File: config.mk
export PLATFORM = sky130hd
export DESIGN_NAME = prog_launcher
export DESIGN_NICKNAME = d
export VERILOG_FILES = /design/src/rtl/launcher_pkg.sv /design/src/rtl/sat_counter.sv /design/src/rtl/prog_launcher.sv
export SDC_FILE = /design/constraint.sdc
export NUM_CORES = 1
export LEC_CHECK = 0
export BUFFER_PORTS_ARGS = -buffer_cell sky130_fd_sc_hd__buf_4
export CAP_MARGIN = 15
export CORE_MARGIN = 3
export CORE_UTILIZATION = 55
export DETAILED_ROUTE_END_ITERATION = 8
export PLACE_DENSITY = 0.85
export SYNTH_ARGS = -nofsm -noshare
export SYNTH_HDL_FRONTEND = slang
export SYNTH_SLANG_ARGS = --single-unit
File: constraint.sdc
create_clock -name clk -period 5.05 [get_ports clk]
set_input_delay 0 -clock clk [delete_from_list [all_inputs] [get_ports clk]]
set_output_delay 0 -clock clk [all_outputs]
set_load 0.01 [all_outputs]
File: src/rtl/launcher_pkg.sv
// Shared types and helpers for the program launcher: FSM state encoding,
// default widths and the address-range helper used by elaboration checks.
package launcher_pkg;

  localparam int DEF_AW = 8;
  localparam int DEF_DW = 8;
  localparam int DEF_CW = 16;

  typedef enum logic [2:0] {
    IDLE  = 3'd0,
    LOAD  = 3'd1,
    REQ   = 3'd2,
    RUN   = 3'd3,
    DRAIN = 3'd4,
    FLUSH = 3'd5
  } state_t;

  // One past the last address touched by a block of n bytes starting at base.
  function automatic longint addr_end(input longint base, input longint n);
    return base + n;
  endfunction

endpackage

File: src/rtl/sat_counter.sv
// Saturating up-counter with synchronous clear and a terminal-value match.
// Used to measure req-to-done latency and to detect the run timeout.
module sat_counter #(
  parameter int           W    = 16,
  parameter logic [W-1:0] TERM = '1
) (
  input  logic         clk,
  input  logic         rst_n,
  input  logic         clr,
  input  logic         en,
  output logic [W-1:0] count,
  output logic         hit
);

  logic [W-1:0] count_reg;
  logic [W-1:0] count_next;

  // Clear dominates; otherwise count up and stick at all-ones.
  always_comb begin
    count_next = count_reg;
    if (clr) begin
      count_next = '0;
    end else if (en && (count_reg != '1)) begin
      count_next = count_reg + W'(1);
    end
  end

  // Count register.
  always_ff @(posedge clk or negedge rst_n) begin
    if (!rst_n) begin
      count_reg <= '0;
    end else begin
      count_reg <= count_next;
    end
  end

  assign count = count_reg;
  assign hit   = (count_reg == TERM);

endmodule

File: src/rtl/prog_launcher.sv
// Host-side run initiator: loads an operand block into data memory, pulses
// dut_req, waits for dut_done (with settle window and timeout), then streams
// the result block out through a single-entry output register.
module prog_launcher
  import launcher_pkg::*;
#(
  parameter int          AW       = DEF_AW,
  parameter int          DW       = DEF_DW,
  parameter int          LD_BASE  = 0,
  parameter int          N_LD     = 64,
  parameter int          RES_BASE = 64,
  parameter int          N_RES    = 32,
  parameter int          CW       = DEF_CW,
  parameter int unsigned TIMEOUT  = 32'hFFF0,
  parameter int          SETTLE   = 2
) (
  input  logic          clk,
  input  logic          reset,        // asynchronous, active-low
  input  logic          start,
  input  logic          ld_valid,
  input  logic [DW-1:0] ld_data,
  output logic          ld_ready,
  output logic          mem_sel,
  output logic          mem_wr_en,
  output logic [AW-1:0] mem_addr,
  output logic [DW-1:0] mem_wr_data,
  input  logic [DW-1:0] mem_rd_data,
  output logic          dut_req,
  input  logic          dut_done,
  output logic          res_valid,
  output logic [DW-1:0] res_data,
  input  logic          res_ready,
  output logic          busy,
  output logic          run_ok,
  output logic          timeout_err,
  output logic [CW-1:0] run_cycles
);

  localparam int            SW        = (SETTLE > 0) ? $clog2(SETTLE + 1) : 1;
  localparam logic [AW-1:0] LD_FIRST  = AW'(LD_BASE);
  localparam logic [AW-1:0] LD_LAST   = AW'(LD_BASE + N_LD - 1);
  localparam logic [AW-1:0] RES_FIRST = AW'(RES_BASE);
  localparam logic [AW-1:0] RES_LAST  = AW'(RES_BASE + N_RES - 1);

  // Blocks must fit in memory so the inline address counter never wraps.
  if (addr_end(LD_BASE, N_LD) > (longint'(1) << AW)) begin : g_chk_ld
    $fatal(1, "prog_launcher: load block exceeds the address space");
  end
  if (addr_end(RES_BASE, N_RES) > (longint'(1) << AW)) begin : g_chk_res
    $fatal(1, "prog_launcher: result block exceeds the address space");
  end
  if (longint'(TIMEOUT) >= (longint'(1) << CW)) begin : g_chk_to
    $fatal(1, "prog_launcher: TIMEOUT does not fit in CW bits");
  end

  state_t        state_reg, state_next;
  logic [AW-1:0] addr_reg, addr_next;
  logic [SW-1:0] settle_reg, settle_next;
  logic          res_valid_reg, res_valid_next;
  logic [DW-1:0] res_data_reg, res_data_next;
  logic          to_err_reg, to_err_next;

  logic          cnt_clr;
  logic          cnt_en;
  logic          cnt_hit;
  logic          done_ok;

  // Run-length counter; hit marks the timeout threshold.
  sat_counter #(
    .W    (CW),
    .TERM (CW'(TIMEOUT))
  ) u_run_cnt (
    .clk   (clk),
    .rst_n (reset),
    .clr   (cnt_clr),
    .en    (cnt_en),
    .count (run_cycles),
    .hit   (cnt_hit)
  );

  // Next-state and output decode; every output defaults to idle values.
  always_comb begin
    state_next     = state_reg;
    addr_next      = addr_reg;
    settle_next    = settle_reg;
    res_valid_next = res_valid_reg;
    res_data_next  = res_data_reg;
    to_err_next    = to_err_reg;
    cnt_clr        = 1'b0;
    cnt_en         = 1'b0;
    ld_ready       = 1'b0;
    mem_sel        = 1'b0;
    mem_wr_en      = 1'b0;
    mem_wr_data    = '0;
    dut_req        = 1'b0;
    run_ok         = 1'b0;
    // A done level is only trusted once the settle window has expired.
    done_ok        = dut_done && (settle_reg == '0);

    case (state_reg)
      IDLE: begin
        if (start) begin
          to_err_next = 1'b0;
          cnt_clr     = 1'b1;
          addr_next   = LD_FIRST;
          state_next  = (N_LD == 0) ? REQ : LOAD;
        end
      end
      LOAD: begin
        mem_sel  = 1'b1;
        ld_ready = 1'b1;
        if (ld_valid) begin
          mem_wr_en   = 1'b1;
          mem_wr_data = ld_data;
          addr_next   = addr_reg + AW'(1);
          if (addr_reg == LD_LAST) begin
            state_next = REQ;
          end
        end
      end
      REQ: begin
        // Counter was cleared at start, so this increment makes it 1.
        dut_req     = 1'b1;
        cnt_en      = 1'b1;
        settle_next = SW'(SETTLE);
        state_next  = RUN;
      end
      RUN: begin
        if (settle_reg != '0) begin
          settle_next = settle_reg - SW'(1);
        end
        if (done_ok) begin
          cnt_en     = 1'b1;
          addr_next  = RES_FIRST;
          state_next = (N_RES == 0) ? FLUSH : DRAIN;
        end else if (cnt_hit) begin
          // Counter is left at the threshold value on abort.
          to_err_next = 1'b1;
          state_next  = IDLE;
        end else begin
          cnt_en = 1'b1;
        end
      end
      DRAIN: begin
        mem_sel = 1'b1;
        if (!res_valid_reg || res_ready) begin
          res_valid_next = 1'b1;
          res_data_next  = mem_rd_data;
          addr_next      = addr_reg + AW'(1);
          if (addr_reg == RES_LAST) begin
            state_next = FLUSH;
          end
        end
      end
      FLUSH: begin
        if (!res_valid_reg || res_ready) begin
          res_valid_next = 1'b0;
          run_ok         = 1'b1;
          state_next     = IDLE;
        end
      end
      default: begin
        state_next = IDLE;
      end
    endcase
  end

  // State, address, settle and output registers.
  always_ff @(posedge clk or negedge reset) begin
    if (!reset) begin
      state_reg     <= IDLE;
      addr_reg      <= '0;
      settle_reg    <= '0;
      res_valid_reg <= 1'b0;
      res_data_reg  <= '0;
      to_err_reg    <= 1'b0;
    end else begin
      state_reg     <= state_next;
      addr_reg      <= addr_next;
      settle_reg    <= settle_next;
      res_valid_reg <= res_valid_next;
      res_data_reg  <= res_data_next;
      to_err_reg    <= to_err_next;
    end
  end

  assign mem_addr    = addr_reg;
  assign res_valid   = res_valid_reg;
  assign res_data    = res_data_reg;
  assign timeout_err = to_err_reg;
  assign busy        = (state_reg != IDLE);

endmodule

==> out/metrics.cfg, run 1 <==
[run_status]
status=finished clean

[detailed_routing]
ant_nets=0
first_pass_iters=4
wl_per_cell_um=15.5
drt_iter0_markers=161
dr_total_vias=2066
wirelength_um=5560
vias_per_cell=5.75
drc_errors=0

[floorplan]
die_y_um=69.3
die_w_um=69.3
die_area_mm2=0.00481
core_mm2=0.00377
start_util=0.585
rows=22
ios=70

[yosys]
synth_edf_count=0
synthCells=233
syn_nets=259
ys_types=50
seq_area_frac_synth=0.442
synthFlopType=dfrtp_1
avgSynthCellArea_um2=9.47
netlist_area_mm2=0.00221
synth_seq_cells=39
async_flop_share=1.00
ys_warn_count=0

[clocking]
cts_tree=yes
cts_buffer_depth=2
htreeDepth=2
cts_inserted_buffers=5
clk_latency_ns=0.29
clock_sinks=39
clk_pin_slew_ns=0.08
postCtsResizedCells=0
cts-root-buf=clkbuf_8

[global_routing]
grt_pass1_wl_um=9580
antenna_found_initial=0
grt_max_degree=40
grt_overflow=0
grtUsageTotal=0.242
grt_pass1_vias=2077

[setup_path]
cp_top_family=simple AND/OR/NAND/NOR gates
path_max_fanout=18
required_ns=5.23
crit_buf_inv=0
cp_slowest_cell=nor3b_1
r2r_setup_slack_ns=2.50
cpPeakStageDelay_ns=0.95
end_kind=flip-flop
arrival_ns=2.72
path_class=flip-flop to flip-flop
cp-start-kind=flip-flop
cp_cell_sequence=nor3b_1 -> o41ai_1 -> o211ai_1 -> nor2_1 -> mux2_1

[cells_and_area]
n_antenna_cell=0
area_growth_pct=34.0
final_layout_size_suffix_gt1_frac=0.325
nets=336
final_common_cell=buf_4
final_cell_mix=buf_4, dfrtp_1, nand2_1
final_cells=359
largest_reg_flops=16

[power_and_ir_drop]
leakage_nw=1.43
irDropWorstVdd_mv=0.303
pwr_density_cell_mw_per_mm2=434
power.total_w=0.00129

[timing]
tns_ns=0
fmax_mhz=393
clock_skew_ns=0.00327
fin_crit_sh=0.504
post-route-min-period_ns=2.55
setup_viol=0
slew_viol_final=0
rsz0062_at_grt=false
tightest_slew_ns=1.10
hold_violations=0
relSlewSlack=0.262

[hold_path]
hold_path.class=input port to flip-flop

[placement]
io_buffers=69
dp_hpwl_um=3870
dp_cells=342
globalplace.congestion=0.774

[flow_run]
cap_violations=0

## layer usage
metal	track usage	wire length, um
met4	0.0759	134
met1	0.291	2230
met5	0	0
met3	0.0652	367
met2	0.419	2830
## synth_stat cells, types with 5 or more instances
cell      instances  area share
inv_1             9       0.015
xnor2_1           5       0.020
nand2_1          24       0.041
a21oi_1           9       0.020
nand3_1           9       0.020
and3_1           11       0.031
o31ai_1           5       0.017
nor3_1            8       0.018
nor2_1           20       0.034
mux2_2            9       0.046
nand2b_1          5       0.014
o21ai_0          15       0.034
dfrtp_1          39        0.44
## layout make-up
class,instances,area (um2)
clock buffer,6,82.6
clock inverter,2,35.0
fill,253,813
inverter,10,37.5
multi-input combinational,176,1160
sequential,39,976
tap,48,60.1
timing repair buffer,78,608
## worst register-to-register path: cells and delay by family (launching register included)
family          cells  cell delay, ns
simple gates        2            1.03
flops               1            0.65
mux                 1            0.31
compound gates      2            0.44
## path summary, 6_finish.rpt
path / start / to / cells after the start
min in group asynchronous: reset / u_run_cnt.count[1]$_DFFE_PN0P_ / 2
max reg2reg: state_reg[0]$_DFFE_PN0P_ / state_reg[0]$_DFFE_PN0P_ / 5
min: dut_done / state_reg[2]$_DFFE_PN0P_ / 3
max in group asynchronous: reset / u_run_cnt.count[12]$_DFFE_PN0P_ / 2
max: state_reg[0]$_DFFE_PN0P_ / state_reg[0]$_DFFE_PN0P_ / 5
min reg2reg: res_data[4]$_DFFE_PN0P_ / res_data[4]$_DFFE_PN0P_ / 1
## repair_timing
item	in CTS	in global routing
hold buffers	9	0
setup endpoints to repair	0	0
buffers inserted	0	0
hold endpoints to repair	47	0
## where the power goes
group          internal (W)  switching, W  leakage (nW)
clock network      0.000160      0.000112        0.0612
logic              0.000254      0.000297         0.847
registers          0.000375     0.0000862         0.521
total              0.000789      0.000496          1.43
## cell families after synthesis
kind of cell | count (synthesis) | share of synthesized area
and+or+nand+nor | 105 | 0.272
AOI/OAI and AO/OA | 48 | 0.141
adders and majority gates | 4 | 0.0227
buffers and inverters | 18 | 0.0329
xor gates and xnor gates | 5 | 0.0198
muxes | 14 | 0.0697
DFF | 39 | 0.442
## per-stage QoR
step / area [um2] / worst slack (ns) / hold slack [ns] / util
floorplan: 2210 / 3.18 / -0.296 / -
global placement: 2750 / 2.82 / 0.00419 / 0.729
detailed placement: 2750 / 2.63 / 0.00495 / 0.729
CTS: 2960 / 2.58 / 0.0615 / 0.784
global route: 2960 / 2.27 / 0.0648 / 0.784
finish: 2960 / 2.50 / 0.0617 / 0.784
No activity file was read; power rests on OpenSTA's default activity.
==> run 2, diff against run 1 <==
Settings changed: CORE_UTILIZATION 55 to 46, PLACE_DENSITY 0.85 to 0.76.
Clock period 5.05 ns to 2.06 ns, I/O delays scaled along.
==> out/metrics.cfg, run 2 (synthesis gave the netlist of run 1 again) <==
[power_and_ir_drop]
leakage_nw=1.48  ; +3.3%
irDropWorstVdd_mv=0.552  ; +82%
pwr_density_cell_mw_per_mm2=1070  ; +150%

[timing]
hold_violations=0  ; unchanged
clock_skew_ns=0.00674  ; +0.00347 ns
post-route-min-period_ns=1.93  ; -0.618 ns
rsz0062_at_grt=false
whs_ns=0.0740  ; +0.0123 ns
fin_ws_ns=0.132  ; -2.37 ns
fin_crit_sh=0.936  ; +0.432
tightest_slew_ns=0.497  ; -0.607 ns
setup_viol=0  ; unchanged
tns_ns=0  ; unchanged
slew_viol_final=0  ; unchanged
fmax_mhz=519  ; +32%
relSlewSlack=0.669  ; +0.406

[setup_path]
required_ns=2.25  ; -2.98 ns
path_max_fanout=4  ; -14
r2r-end=state_reg[0]$_DFFE_PN0P_
arrival_ns=2.12  ; -0.60 ns
path_class=flip-flop to flip-flop
end_kind=flip-flop
crit_start=settle_reg[0]$_DFFE_PN0P_
cp-start-kind=flip-flop
worst_r2r_path_depth=7  ; +2
r2r_start=settle_reg[0]$_DFFE_PN0P_
r2r_setup_slack_ns=0.13  ; -2.37 ns

[placement]
dp_hpwl_um=3930  ; +1.6%
io_buffers=69  ; unchanged
place_area_mm2=0.00283  ; +2.9%
dp_slack_ns=0.0875  ; -2.55 ns
globalplace.congestion=0.818  ; +5.7%

[hold_path]
min_path_cells=3  ; unchanged
hold_path.class=input port to flip-flop
hold_start=dut_done
min_to=state_reg[2]$_DFFE_PN0P_

[cells_and_area]
final_common_cell=buf_4
fill_cells=369  ; +46%
fin_area_mm2=0.00304  ; +2.7%
largest_reg_flops=16  ; unchanged
final_cell_mix=buf_4, dfrtp_1, nand2_1
final_layout_size_suffix_gt1_frac=0.349  ; +0.0242
n_antenna_cell=0  ; unchanged
nets=346  ; +3.0%
fin_util=0.675  ; -0.110
area_growth_pct=37.7

[floorplan]
die_area_mm2=0.00567  ; +18%
rows=24  ; +9.1%
ios=70  ; unchanged
die_w_um=75.3  ; +8.5%
core_mm2=0.00450  ; +19%
die_y_um=75.3  ; +8.5%
start_util=0.490  ; -0.0953

[global_routing]
antenna_found_initial=0  ; unchanged
grt_pass1_vias=1894  ; -8.8%
grtUsageTotal=0.202  ; -0.0401
grt_pass1_wl_um=8830  ; -7.9%
grt_max_degree=40  ; unchanged
grt_overflow=0  ; unchanged

[clocking]
clk_pin_slew_ns=0.08  ; about the same
clk_latency_ns=0.30  ; about the same
clock_sinks=39  ; unchanged
htreeDepth=2  ; unchanged
cts-root-buf=clkbuf_8
cts_tree=yes
cts_buffer_depth=2  ; unchanged
cts_inserted_buffers=5  ; unchanged

[flow_run]
cap_violations=0  ; unchanged

[detailed_routing]
dr_total_vias=2067  ; +0.048%
drc_errors=0  ; unchanged
drt_iter0_markers=88  ; -45%
first_pass_iters=4  ; unchanged
vias_per_cell=5.54  ; -3.7%
wl_per_cell_um=14.2  ; -8.1%
ant_nets=0  ; unchanged
wirelength_um=5310  ; -4.5%

[run_status]
status=finished clean

[run 2: changes by cell type in the layout (fill, tap and decap cells not counted), sizes merged]
cell and change:
clkbuf -1, clkinv +1, buf +10
[run 2: worst max-delay path by stage]
stage               cells after the start  slack (ns)                         endpoint
floorplan                               7        0.19   u_run_cnt.count[7]$_DFFE_PN0P_
global placement                        7        0.17  u_run_cnt.count[13]$_DFFE_PN0P_
detailed placement                      7        0.09   u_run_cnt.count[7]$_DFFE_PN0P_
CTS                                     7        0.06   u_run_cnt.count[7]$_DFFE_PN0P_
global route                            7       0.008   u_run_cnt.count[7]$_DFFE_PN0P_
finish                                  7        0.13         state_reg[0]$_DFFE_PN0P_
[run 2: cell type report]
class                           count  area (um2)  share of cell area
Clock buffer                        5        68.8              0.0226
Clock inverter                      3        43.8              0.0144
Inverter                           10        37.5              0.0124
Multi-Input combinational cell    176        1160               0.383
Sequential cell                    39         976               0.321
Tap cell                           52        65.1              0.0214
Timing Repair Buffer               88         683               0.225
[run 2: through the flow]
step | cells | power, W
CTS | 373 | 0.00326
detailed placement | 356 | 0.00258
global placement | 356 | 0.00255
floorplan | 233 | 0.00194
finish | 373 | 0.00324
global route | 373 | 0.00349
[run 2: per-layer routing]
metal	vias up	GRT usage	routed length (um)
li1	1011	-	-
met1	980	0.262	2370
met2	70	0.330	2520
met3	6	0.0614	356
met4	0	0.0524	56
met5	-	0	0
[run 2: worst max-delay path, cell delays in order, from the launching register on]
cell and delay [ns]:
dfrtp_1 0.38, inv_1 0.06, ha_1 0.24, nand2_1 0.14, or3b_1 0.40, a21oi_1 0.21
nor2_1 0.08, mux2_1 0.30
[run 2: where the power goes]
part / total (W) / switching [W] / internal (W)
clock network: 0.000649 / 0.000288 / 0.000361
logic: 0.00151 / 0.000788 / 0.000719
registers: 0.00109 / 0.000165 / 0.000921
total: 0.00324 / 0.00124 / 0.00200
[run 2: what timing repair did]
| action | 4_1_cts | 5_1_grt |
|---|---|---|
| resized for setup | 0 | 1 |
| hold endpoints to repair | 47 | 0 |
| buffers inserted | 0 | 0 |
| setup endpoints to repair | 0 | 6 |
| hold buffers | 9 | 0 |
